==> src/rtl/requant_if.sv <==
// Stream and configuration bundle for requant_unit: table writes, accumulator input
// stream and requantized output stream.
interface requant_if #(
    parameter int unsigned ACC_W   = 32,
    parameter int unsigned DATA_W  = 8,
    parameter int unsigned MULT_W  = 16,
    parameter int unsigned SHIFT_W = 6,
    parameter int unsigned NUM_CH  = 16,
    parameter int unsigned CH_W    = $clog2(NUM_CH)
) ();
    logic                     cfg_we;
    logic [CH_W-1:0]          cfg_ch;
    logic [MULT_W-1:0]        cfg_mult;
    logic [SHIFT_W-1:0]       cfg_shift;
    logic                     i_valid;
    logic                     i_ready;
    logic signed [ACC_W-1:0]  i_acc;
    logic                     i_last;
    logic                     o_valid;
    logic                     o_ready;
    logic signed [DATA_W-1:0] o_data;
    logic [CH_W-1:0]          o_ch;

    modport master (
        output cfg_we, cfg_ch, cfg_mult, cfg_shift, i_valid, i_acc, i_last, o_ready,
        input  i_ready, o_valid, o_data, o_ch
    );

    modport slave (
        input  cfg_we, cfg_ch, cfg_mult, cfg_shift, i_valid, i_acc, i_last, o_ready,
        output i_ready, o_valid, o_data, o_ch
    );
endinterface

==> src/rtl/requant_unit.sv <==
// Three-stage requantizer: per-channel multiply, round-half-up right shift, saturate to DATA_W.
// Define REQUANT_SAT_CNT_EN to add the o_sat_cnt clipped-output counter port.
module requant_unit #(
    parameter int unsigned ACC_W   = 32,
    parameter int unsigned DATA_W  = 8,
    parameter int unsigned MULT_W  = 16,
    parameter int unsigned SHIFT_W = 6,
    parameter int unsigned NUM_CH  = 16,
    parameter int unsigned CH_W    = $clog2(NUM_CH)
) (
    input  logic        clk,
    input  logic        rst,
`ifdef REQUANT_SAT_CNT_EN
    output logic [15:0] o_sat_cnt,
`endif
    requant_if.slave    bus
);
    localparam int unsigned PROD_W = ACC_W + MULT_W + 1;
    // One spare bit so the rounding addend can never overflow.
    localparam int unsigned EXT_W  = PROD_W + 1;
    localparam logic signed [EXT_W-1:0] SatMax = EXT_W'((1 << (DATA_W - 1)) - 1);
    localparam logic signed [EXT_W-1:0] SatMin = ~SatMax;

    logic [MULT_W-1:0]  mult_q  [NUM_CH];
    logic [SHIFT_W-1:0] shift_q [NUM_CH];

    logic [CH_W-1:0] ch_q, ch_d;
    logic            en, accept;

    logic                     s1_valid_q;
    logic signed [ACC_W-1:0]  s1_acc_q;
    logic [CH_W-1:0]          s1_ch_q;
    logic [MULT_W-1:0]        s1_mult_q;
    logic [SHIFT_W-1:0]       s1_shift_q;

    logic                     s2_valid_q;
    logic signed [PROD_W-1:0] s2_prod_q;
    logic [CH_W-1:0]          s2_ch_q;
    logic [SHIFT_W-1:0]       s2_shift_q;

    logic                     o_valid_q;
    logic signed [DATA_W-1:0] o_data_q;
    logic [CH_W-1:0]          o_ch_q;

    logic signed [PROD_W-1:0] prod_d;
    logic signed [EXT_W-1:0]  wide, rounded;
    logic signed [DATA_W-1:0] sat_res;
    int unsigned              sh;

    assign en          = !o_valid_q || bus.o_ready;
    assign accept      = bus.i_valid && en;
    assign bus.i_ready = en;
    assign bus.o_valid = o_valid_q;
    assign bus.o_data  = o_data_q;
    assign bus.o_ch    = o_ch_q;

    // Same-edge write means a word accepted this cycle still reads the old entry.
    always_ff @(posedge clk) begin
        if (rst) begin
            for (int i = 0; i < int'(NUM_CH); i++) begin
                mult_q[i]  <= '0;
                shift_q[i] <= '0;
            end
        end else if (bus.cfg_we && (int'(bus.cfg_ch) < int'(NUM_CH))) begin
            mult_q[bus.cfg_ch]  <= bus.cfg_mult;
            shift_q[bus.cfg_ch] <= bus.cfg_shift;
        end
    end

    always_comb begin
        ch_d = ch_q;
        if (accept) begin
            if (bus.i_last || (ch_q == CH_W'(NUM_CH - 1))) ch_d = '0;
            else                                           ch_d = ch_q + CH_W'(1);
        end
    end

    always_comb begin
        prod_d = PROD_W'(s1_acc_q) * PROD_W'($signed({1'b0, s1_mult_q}));
    end

    // Shifts at or beyond the product width all round to zero, so clamp there.
    always_comb begin
        sh = 32'(s2_shift_q);
        if (sh > PROD_W) sh = PROD_W;
        wide = EXT_W'(s2_prod_q);
        if (sh != 0) wide = wide + (EXT_W'(1) << (sh - 1));
        rounded = wide >>> sh;
        sat_res = rounded[DATA_W-1:0];
        if (rounded > SatMax)      sat_res = SatMax[DATA_W-1:0];
        else if (rounded < SatMin) sat_res = SatMin[DATA_W-1:0];
    end

    always_ff @(posedge clk) begin
        if (rst) begin
            ch_q       <= '0;
            s1_valid_q <= 1'b0;
            s1_acc_q   <= '0;
            s1_ch_q    <= '0;
            s1_mult_q  <= '0;
            s1_shift_q <= '0;
            s2_valid_q <= 1'b0;
            s2_prod_q  <= '0;
            s2_ch_q    <= '0;
            s2_shift_q <= '0;
            o_valid_q  <= 1'b0;
            o_data_q   <= '0;
            o_ch_q     <= '0;
        end else if (en) begin
            ch_q       <= ch_d;
            s1_valid_q <= bus.i_valid;
            s1_acc_q   <= bus.i_acc;
            s1_ch_q    <= ch_q;
            s1_mult_q  <= mult_q[ch_q];
            s1_shift_q <= shift_q[ch_q];
            s2_valid_q <= s1_valid_q;
            s2_prod_q  <= prod_d;
            s2_ch_q    <= s1_ch_q;
            s2_shift_q <= s1_shift_q;
            o_valid_q  <= s2_valid_q;
            o_data_q   <= s2_valid_q ? sat_res : '0;
            o_ch_q     <= s2_valid_q ? s2_ch_q : '0;
        end
    end

`ifdef REQUANT_SAT_CNT_EN
    logic        sat_hit, o_sat_q;
    logic [15:0] sat_cnt_q;

    assign sat_hit   = s2_valid_q && ((rounded > SatMax) || (rounded < SatMin));
    assign o_sat_cnt = sat_cnt_q;

    always_ff @(posedge clk) begin
        if (rst) begin
            o_sat_q   <= 1'b0;
            sat_cnt_q <= '0;
        end else begin
            if (en) o_sat_q <= sat_hit;
            if (o_valid_q && bus.o_ready && o_sat_q && (sat_cnt_q != 16'hFFFF)) begin
                sat_cnt_q <= sat_cnt_q + 16'd1;
            end
        end
    end
`endif
endmodule

==> src/flat_wrapper.sv <==
// flat-port wrapper written by rule: the top's interface ports become plain ports
module requant_unit_flat 
#(
    parameter int unsigned ACC_W   = 32,
    parameter int unsigned DATA_W  = 8,
    parameter int unsigned MULT_W  = 16,
    parameter int unsigned SHIFT_W = 6,
    parameter int unsigned NUM_CH  = 16,
    parameter int unsigned CH_W    = $clog2(NUM_CH)
)
  (clk, rst, bus_cfg_we, bus_cfg_ch, bus_cfg_mult, bus_cfg_shift, bus_i_valid, bus_i_acc, bus_i_last, bus_o_ready, bus_i_ready, bus_o_valid, bus_o_data, bus_o_ch);
  requant_if #(.ACC_W(ACC_W), .DATA_W(DATA_W), .MULT_W(MULT_W), .SHIFT_W(SHIFT_W), .NUM_CH(NUM_CH), .CH_W(CH_W)) bus_i ();
  input  logic clk;
  input  logic rst;
  input wire logic [$bits(bus_i.cfg_we)-1:0] bus_cfg_we;
  input wire logic [$bits(bus_i.cfg_ch)-1:0] bus_cfg_ch;
  input wire logic [$bits(bus_i.cfg_mult)-1:0] bus_cfg_mult;
  input wire logic [$bits(bus_i.cfg_shift)-1:0] bus_cfg_shift;
  input wire logic [$bits(bus_i.i_valid)-1:0] bus_i_valid;
  input wire logic [$bits(bus_i.i_acc)-1:0] bus_i_acc;
  input wire logic [$bits(bus_i.i_last)-1:0] bus_i_last;
  input wire logic [$bits(bus_i.o_ready)-1:0] bus_o_ready;
  output wire logic [$bits(bus_i.i_ready)-1:0] bus_i_ready;
  output wire logic [$bits(bus_i.o_valid)-1:0] bus_o_valid;
  output wire logic [$bits(bus_i.o_data)-1:0] bus_o_data;
  output wire logic [$bits(bus_i.o_ch)-1:0] bus_o_ch;
  assign bus_i.cfg_we = bus_cfg_we;
  assign bus_i.cfg_ch = bus_cfg_ch;
  assign bus_i.cfg_mult = bus_cfg_mult;
  assign bus_i.cfg_shift = bus_cfg_shift;
  assign bus_i.i_valid = bus_i_valid;
  assign bus_i.i_acc = bus_i_acc;
  assign bus_i.i_last = bus_i_last;
  assign bus_i.o_ready = bus_o_ready;
  assign bus_i_ready = bus_i.i_ready;
  assign bus_o_valid = bus_i.o_valid;
  assign bus_o_data = bus_i.o_data;
  assign bus_o_ch = bus_i.o_ch;
  requant_unit #(.ACC_W(ACC_W), .DATA_W(DATA_W), .MULT_W(MULT_W), .SHIFT_W(SHIFT_W), .NUM_CH(NUM_CH), .CH_W(CH_W)) u_core (.clk(clk), .rst(rst), .bus(bus_i));
endmodule
==> config.mk <==
export PLATFORM = sky130hd
export DESIGN_NAME = requant_unit_flat
export DESIGN_NICKNAME = d
export VERILOG_FILES = /design/src/rtl/requant_if.sv /design/src/rtl/requant_unit.sv /design/src/flat_wrapper.sv
export SDC_FILE = /design/constraint.sdc
export NUM_CORES = 2
export LEC_CHECK = 0
export BUFFER_PORTS_ARGS = -buffer_cell sky130_fd_sc_hd__buf_2
export CAP_MARGIN = 10
export CORE_UTILIZATION = 45
export CTS_CLUSTER_DIAMETER = 80
export DETAILED_ROUTE_END_ITERATION = 10
export PLACE_DENSITY = 0.71
export SYNTH_ARGS = -nofsm -noshare
export SYNTH_HDL_FRONTEND = slang
export SYNTH_SLANG_ARGS = --single-unit
==> constraint.sdc <==
create_clock -name clk -period 9.6 [get_ports clk]
set_input_delay 1.44 -clock clk [delete_from_list [all_inputs] [get_ports clk]]
set_output_delay 1.44 -clock clk [all_outputs]
set_load 0.02 [all_outputs]
Yosys cells after proc, flatten, opt, wreduce, memory -nomap -nowiden

Memories as Yosys holds them, arrays and structs flattened. A register that Yosys moved wholly into a read port is not among the register bits.
Cells that the tools add are included.

Register bits after elaboration: 114
Memory bits (writable): 352
Input bits: 64
Output and inout bits: 14
Word-level logic and storage cells: 49
Memories: 2

$add $sub $neg: 3
$mul: 1
$lt $le $gt $ge: 3
Eq/ne operators: 1
Shift-type cells: 2
Multiplexer cells: 18
Reduce and logical (&&, ||, !) cells: 8

Memories:

| memory         | words | width | rd ports | clocked after Yosys merged registers in | wr ports | line               | RTL |
|---|---|---|---|---|---|---|---|
| u_core.mult_q  | 16    | 16    | 1        | 1                                       | 16       | requant_unit.sv:24 | `logic [MULT_W-1:0] mult_q [NUM_CH];` |
| u_core.shift_q | 16    | 6     | 1        | 1                                       | 16       | requant_unit.sv:25 | `logic [SHIFT_W-1:0] shift_q [NUM_CH];` |

Operator list:

| cell                                                         | number |
|---|---|
| adder 49 x 50 -> 50 bit                                      | 1 |
| > comparator 50 x 8 -> 1 bit (second input constant)         | 1 |
| less-than comparator 50 x 8 -> 1 bit (second input constant) | 1 |
| two-way mux 50 bit                                           | 1 |
| << shifter 1 x 32 -> 50 bit (first input constant)           | 1 |
| >>> shifter 50 x 6 -> 50 bit                                 | 1 |
| multiplier 32 x 17 -> 49 bit                                 | 1 |
| nonzero test 32 bit                                          | 1 |
| two-way mux 8 bit                                            | 3 |
| two-way mux 16 bit                                           | 1 |
| two-way mux 4 bit                                            | 4 |
| OR reduction 16 bit                                          | 1 |
| two-way mux 6 bit                                            | 2 |
| two-way mux 1 bit                                            | 7 |
| subtractor 6 x 1 -> 7 bit (second input constant)            | 1 |
| > comparator 6 bit (second input constant)                   | 1 |
| OR reduction 6 bit                                           | 1 |
| adder 4 x 1 -> 4 bit (second input constant)                 | 1 |
| equality test 4 bit (second input constant)                  | 1 |
| logical OR 1 bit                                             | 2 |
| AND reduction 2 bit                                          | 1 |
| logical AND 1 bit                                            | 1 |
| logical NOT 1 bit                                            | 1 |

Longest topological paths before layout

Depth in word-level cells: 11
Depth in mapped cells: 36
Depth with buffers taken out: 30

Worst setup path before layout

Ideal clock, no wire load.

Path kind: register -> register
Start: register u_core.s2_shift_q[0]
End: register u_core.o_data_q[0] (netlist: u_core.bus.o_data[0])
Arrival: 7,500 ps
Slack: 1,963 ps
Stages on the path, launching flop included: 35
Path through: dfxtp_1 -> or4_1 -> clkbuf_1 -> o21a_1 -> inv_2 -> buf_2 -> buf_1 -> buf_1 -> clkbuf_1 -> ha_1 -> inv_1 -> nor2_1 -> nor2_1 -> nor3b_1 -> nand2_1 -> nor2_1 -> ha_1 -> buf_4 -> and3_1 -> buf_2 -> a221oi_1 -> o31ai_1 -> o21ai_2 -> a31oi_1 -> or3_1 -> nand3_2 -> a31oi_1 -> or2_2 -> mux4_2 -> o41ai_2 -> o2111ai_1 -> o41ai_2 -> nand4bb_1 -> o21ai_2 -> o211ai_1

Word-level cells in the longest chain between the ends: 11
Elaborated cells between the ends (all ways): 13
Those cells by class: add/sub: 2; order compare: 3; shift: 2; mux: 5; reduce/logical: 1

Ends and longest elaborated chain:

| item                                 | line                | RTL |
|---|---|---|
| start, declared                      | requant_unit.sv:39  | `logic [SHIFT_W-1:0] s2_shift_q;` |
| start signal, assigned               | requant_unit.sv:119 | `s2_shift_q <= s1_shift_q;` |
| > comparator 6 bit                   | requant_unit.sv:85  | `if (sh > PROD_W) sh = PROD_W;` |
| two-way mux 6 bit (*)                | requant_unit.sv:85  |  |
| subtractor 6 x 1 -> 7 bit            | requant_unit.sv:87  | `if (sh != 0) wide = wide + (EXT_W'(1) << (sh - 1));` |
| << shifter 1 x 32 -> 50 bit          | requant_unit.sv:87  |  |
| adder 49 x 50 -> 50 bit              | requant_unit.sv:87  |  |
| two-way mux 50 bit                   | requant_unit.sv:87  |  |
| >>> shifter 50 x 6 -> 50 bit (*)     | requant_unit.sv:88  | `rounded = wide >>> sh;` |
| less-than comparator 50 x 8 -> 1 bit | requant_unit.sv:91  | `else if (rounded < SatMin) sat_res = SatMin[DATA_W-1:0];` |
| two-way mux 8 bit                    | requant_unit.sv:91  |  |
| two-way mux 8 bit (*)                | requant_unit.sv:90  | `if (rounded > SatMax) sat_res = SatMax[DATA_W-1:0];` |
| two-way mux 8 bit (*)                | requant_unit.sv:121 | `o_data_q <= s2_valid_q ? sat_res : '0;` |
| end signal, assigned                 | requant_unit.sv:121 |  |
| end, declared                        | requant_unit.sv:42  | `logic signed [DATA_W-1:0] o_data_q;` |

Mark *: on every way between the ends. The rest lies on a longest branch, timed or not.
A chain may end at the register's enable or synchronous reset.

Worst setup path in the final report

Ends and elaborated chain as after synthesis.

==> summary.txt <==
STA
  – Tmin final: between 8 and 9 ns
  – Slew HR: 18.1%
  – Max-slew violations: 0
  – RSZ-0062 raised after global routing: no
  – Fmax: ~120 MHz
  – Final Hold Vio Count: 0
  – Final Setup Violations: 0
  – Slew @ Worst Pin: 1.22 ns
  – Worst Skew: between 0.03 and 0.04 ns
  – Smallest hold slack: 0.455 ns
  – Worst Slack Setup Final: 0.998 ns
  – Final cycle utilization of the critical path: 89.6%
  – Setup tns final: 0 ns

Logic synthesis
  – Synth Instances: roughly 5100
  – Post-Syn Area: approximately 48000 um2
  – Share of the synthesized area in the top cell type: 22.2%
  – Netlist cell types: 99
  – Post-synthesis net count: 5800
  – Post-synth EDFFs: ~350
  – Ys Warns: 0
  – Avg Cell Area, Syn: 9.38 um2
  – Sequential element share of the synthesized area: roughly 28%
  – Synth area leaders: edfxtp_1 22%, fa_1 21%, and2_1 7.4%
  – Ys async rst share: 0%
  – Yosys top cell by area: edfxtp_1
  – Yosys reg bits: 488
  – Synth Flop Type: edfxtp_1

Floorplan
  – DIE WIDTH: ~330 um
  – Core ar.: about 100000 um2
  – I/O pins: between 70 and 80
  – Die Height: between 300 and 400 um
  – Starting density of the core: between 40% and 50%
  – Die area: about 110000 um2
  – Row count: between 100 and 150

GRT
  – Total track usage: a little over a quarter
  – Total grt overflow: 0
  – Vias in the first global route: 38700
  – First-pass GRT wire length: about 230000 um
  – Initial antenna violation count: 17
  – Pin count of the biggest net entering global routing: slightly below 100

Placed design
  – GPL Wtd Cong: slightly above 1
  – I/O Buffers: 77
  – Placed wire-length estimate: approximately 110000 um
  – Setup WS pre-CTS: approximately 1.2 ns

Setup path
  – Critical Path RT: between 10 and 15 ns
  – Setup crit start: u_core.s2_shift_q[0]$_SDFFE_PP0N_
  – Crit-path leading delay family: compound AO/OA/AOI/OAI gates
  – Setup crit start kind: flip-flop
  – Crit path buffers/inverters: 2
  – Critical Path Max Stage Delay: 0.81 ns
  – Max stage delay cell, worst path: a2111oi_0
  – Setup crit end kind: flip-flop
  – Worst Setup Path Type: reg2reg
  – Crit path DAT: 9.16 ns
  – Max FO, Critical Path: 10
  – Critical R2R Launch: u_core.s2_shift_q[0]$_SDFFE_PP0N_
  – Worst path most repeated cell: nor2_1

Clock network
  – Worst-path clk slew: 0.07 ns
  – CTS tree: yes
  – CTS Sinks: roughly 490
  – Num CTS Buffers: 55
  – CTS Hold Bufs: 0
  – Setup bufs post-CTS: 0
  – H-tree depth: 2
  – Buffer depth of the longest clock path: 3
  – Worst skew pair latency: approximately 0.64 ns
  – CTS Root Cell: clkbuf_16
  – # resized after CTS: 0

Route
  – DRT antenna net count: 0
  – Post-DR wirelength/cell: roughly 23 um
  – # DRC: 0
  – TritonRoute pass-1 iters: 7
  – Vias per std cell: between 5 and 6
  – DR iter-0 viols: roughly 3800
  – DR vias: roughly 38000
  – DRT Wirelength: approximately 150000 um

Pwr
  – Peak VDD IR: 0.000170 V
  – Static leakage: a little over 20 nW
  – Power per Cell Area: approximately 170 nW/um2

Run status
  – Status: finished clean

Layout
  – Share of cells above drive strength 1: a little under a tenth
  – Fill cells: around 9700
  – Nets@finish: between 5000 and 6000
  – Area Growth Syn to Fin: 7.15%
  – Layout Utilization: between 40% and 50%

Job
  – Max_cap viols: 0

Worst hold path
  – Worst min path class: reg2reg
  – Min-delay src: u_core.s1_shift_q[5]$_SDFFE_PP0N_
==> cell type report <==
| type | count | area [um2] | area share (%) |
|---|---|---|---|
| inverter | 558 | 2100 | 4.11 |
| multi-input combinational | 3693 | 31000 | 60.7 |
| timing repair buffer | 169 | 1080 | 2.12 |
| tap | 1380 | 1730 | 3.38 |
| clock buffer | 68 | 1470 | 2.87 |
| antenna | 4 | 10.0 | 0.0196 |
| clock inverter | 36 | 385 | 0.755 |
| sequential | 488 | 13300 | 26.1 |
==> per-stage QoR <==
step	instances	area, um2	total power, W
2_1_floorplan	5077	47600	0.00555
3_3_place_gp	6288	49200	0.00666
3_5_place_dp	6288	49200	0.00671
4_1_cts	6392	51000	0.00887
5_1_grt	6393	51000	0.00944
6_report	6396	51000	0.00889
==> final timing paths <==
path | cells past startpoint | to | slack (ns)
worst max register to register | 27 | u_core.bus.o_data[0]$_SDFFE_PP0N_ | 1.0
worst min-delay path | 2 | u_core.s1_shift_q[5]$_SDFFE_PP0N_ | 0.45
worst min register to register | 2 | u_core.s1_shift_q[5]$_SDFFE_PP0N_ | 0.45
worst max-delay path | 27 | u_core.bus.o_data[0]$_SDFFE_PP0N_ | 1.0
==> flip-flops by register name (all words and copies together), names as in the netlist <==
name	flops
u_core.s2_ch_q	4
u_core.mult_q	256
u_core.s1_acc_q	32
u_core.shift_q	96
u_core.s2_valid_q	1
u_core.s1_shift_q	6
u_core.bus.o_valid	1
u_core.s1_ch_q	4
u_core.s1_valid_q	1
u_core.s2_prod_q	49
u_core.s1_mult_q	16
u_core.s2_shift_q	6
u_core.bus.o_ch	4
u_core.bus.o_data	8
u_core.ch_q	4
==> metal layers <==
layer	GRT usage, %	routed length [um]	vias up
met2	45.1	68600	1813
met4	9.98	6020	20
li1	-	-	16900
met1	35.1	57400	19000
met5	0	124	-
met3	6.22	13500	451
==> where the power goes <==
part | total, W | internal (W) | switching (W)
Sequential | 0.00266 | 0.00244 | 0.000214
Clock | 0.00215 | 0.00121 | 0.000935
Combinational | 0.00409 | 0.00162 | 0.00247
Total | 0.00889 | 0.00527 | 0.00362
==> cell families (layout without fill, tap and decap cells) <==
group / Yosys count / in the layout / share of synthesized area [%]
xor+xnor: 71 / 71 / 1.32
other cells: 0 / 4 / 0
mux: 180 / 180 / 6.91
compound gates: 840 / 840 / 11.7
buf+inv: 896 / 831 / 7.16
flops: 488 / 488 / 27.9
simple gates: 1943 / 1943 / 20.0
fa+ha+maj: 659 / 659 / 25.0
==> tightest hold or removal path, delay by kind of cell, from the launching register on <==
family / cells / cell delay, ns
AO/OA/AOI/OAI: 1 / 0.05
flip-flops: 1 / 0.31
AND/OR/NAND/NOR: 1 / 0.05
==> cell usage after synthesis (all sizes together) (56+ instances only) <==
cell type	n
nand2	787
and2	566
inv	557
fa	490
edfxtp	352
a21oi	276
clkbuf	276
nor2	259
ha	169
o21ai	142
dfxtp	136
mux4	117
nand3	66
buf	62
xnor2	56
==> cell usage in the layout (no fill, tap or decap), types with 23 or more instances in the layout <==
master	instances
nand2_1	786
and2_1	565
inv_1	554
fa_1	490
edfxtp_1	352
a21oi_1	276
nor2_1	258
ha_1	169
o21ai_0	134
dfxtp_1	133
mux4_2	117
buf_4	92
buf_2	76
nand3_1	65
xnor2_1	55
clkbuf_16	55
a211oi_1	51
o211ai_1	49
mux2i_1	43
nand4_1	40
nor3_1	39
o21a_1	35
a21o_1	35
or2_2	33
and3_1	31
nand2b_1	24
a31oi_1	23
No activity file was read; power rests on OpenSTA's default activity.
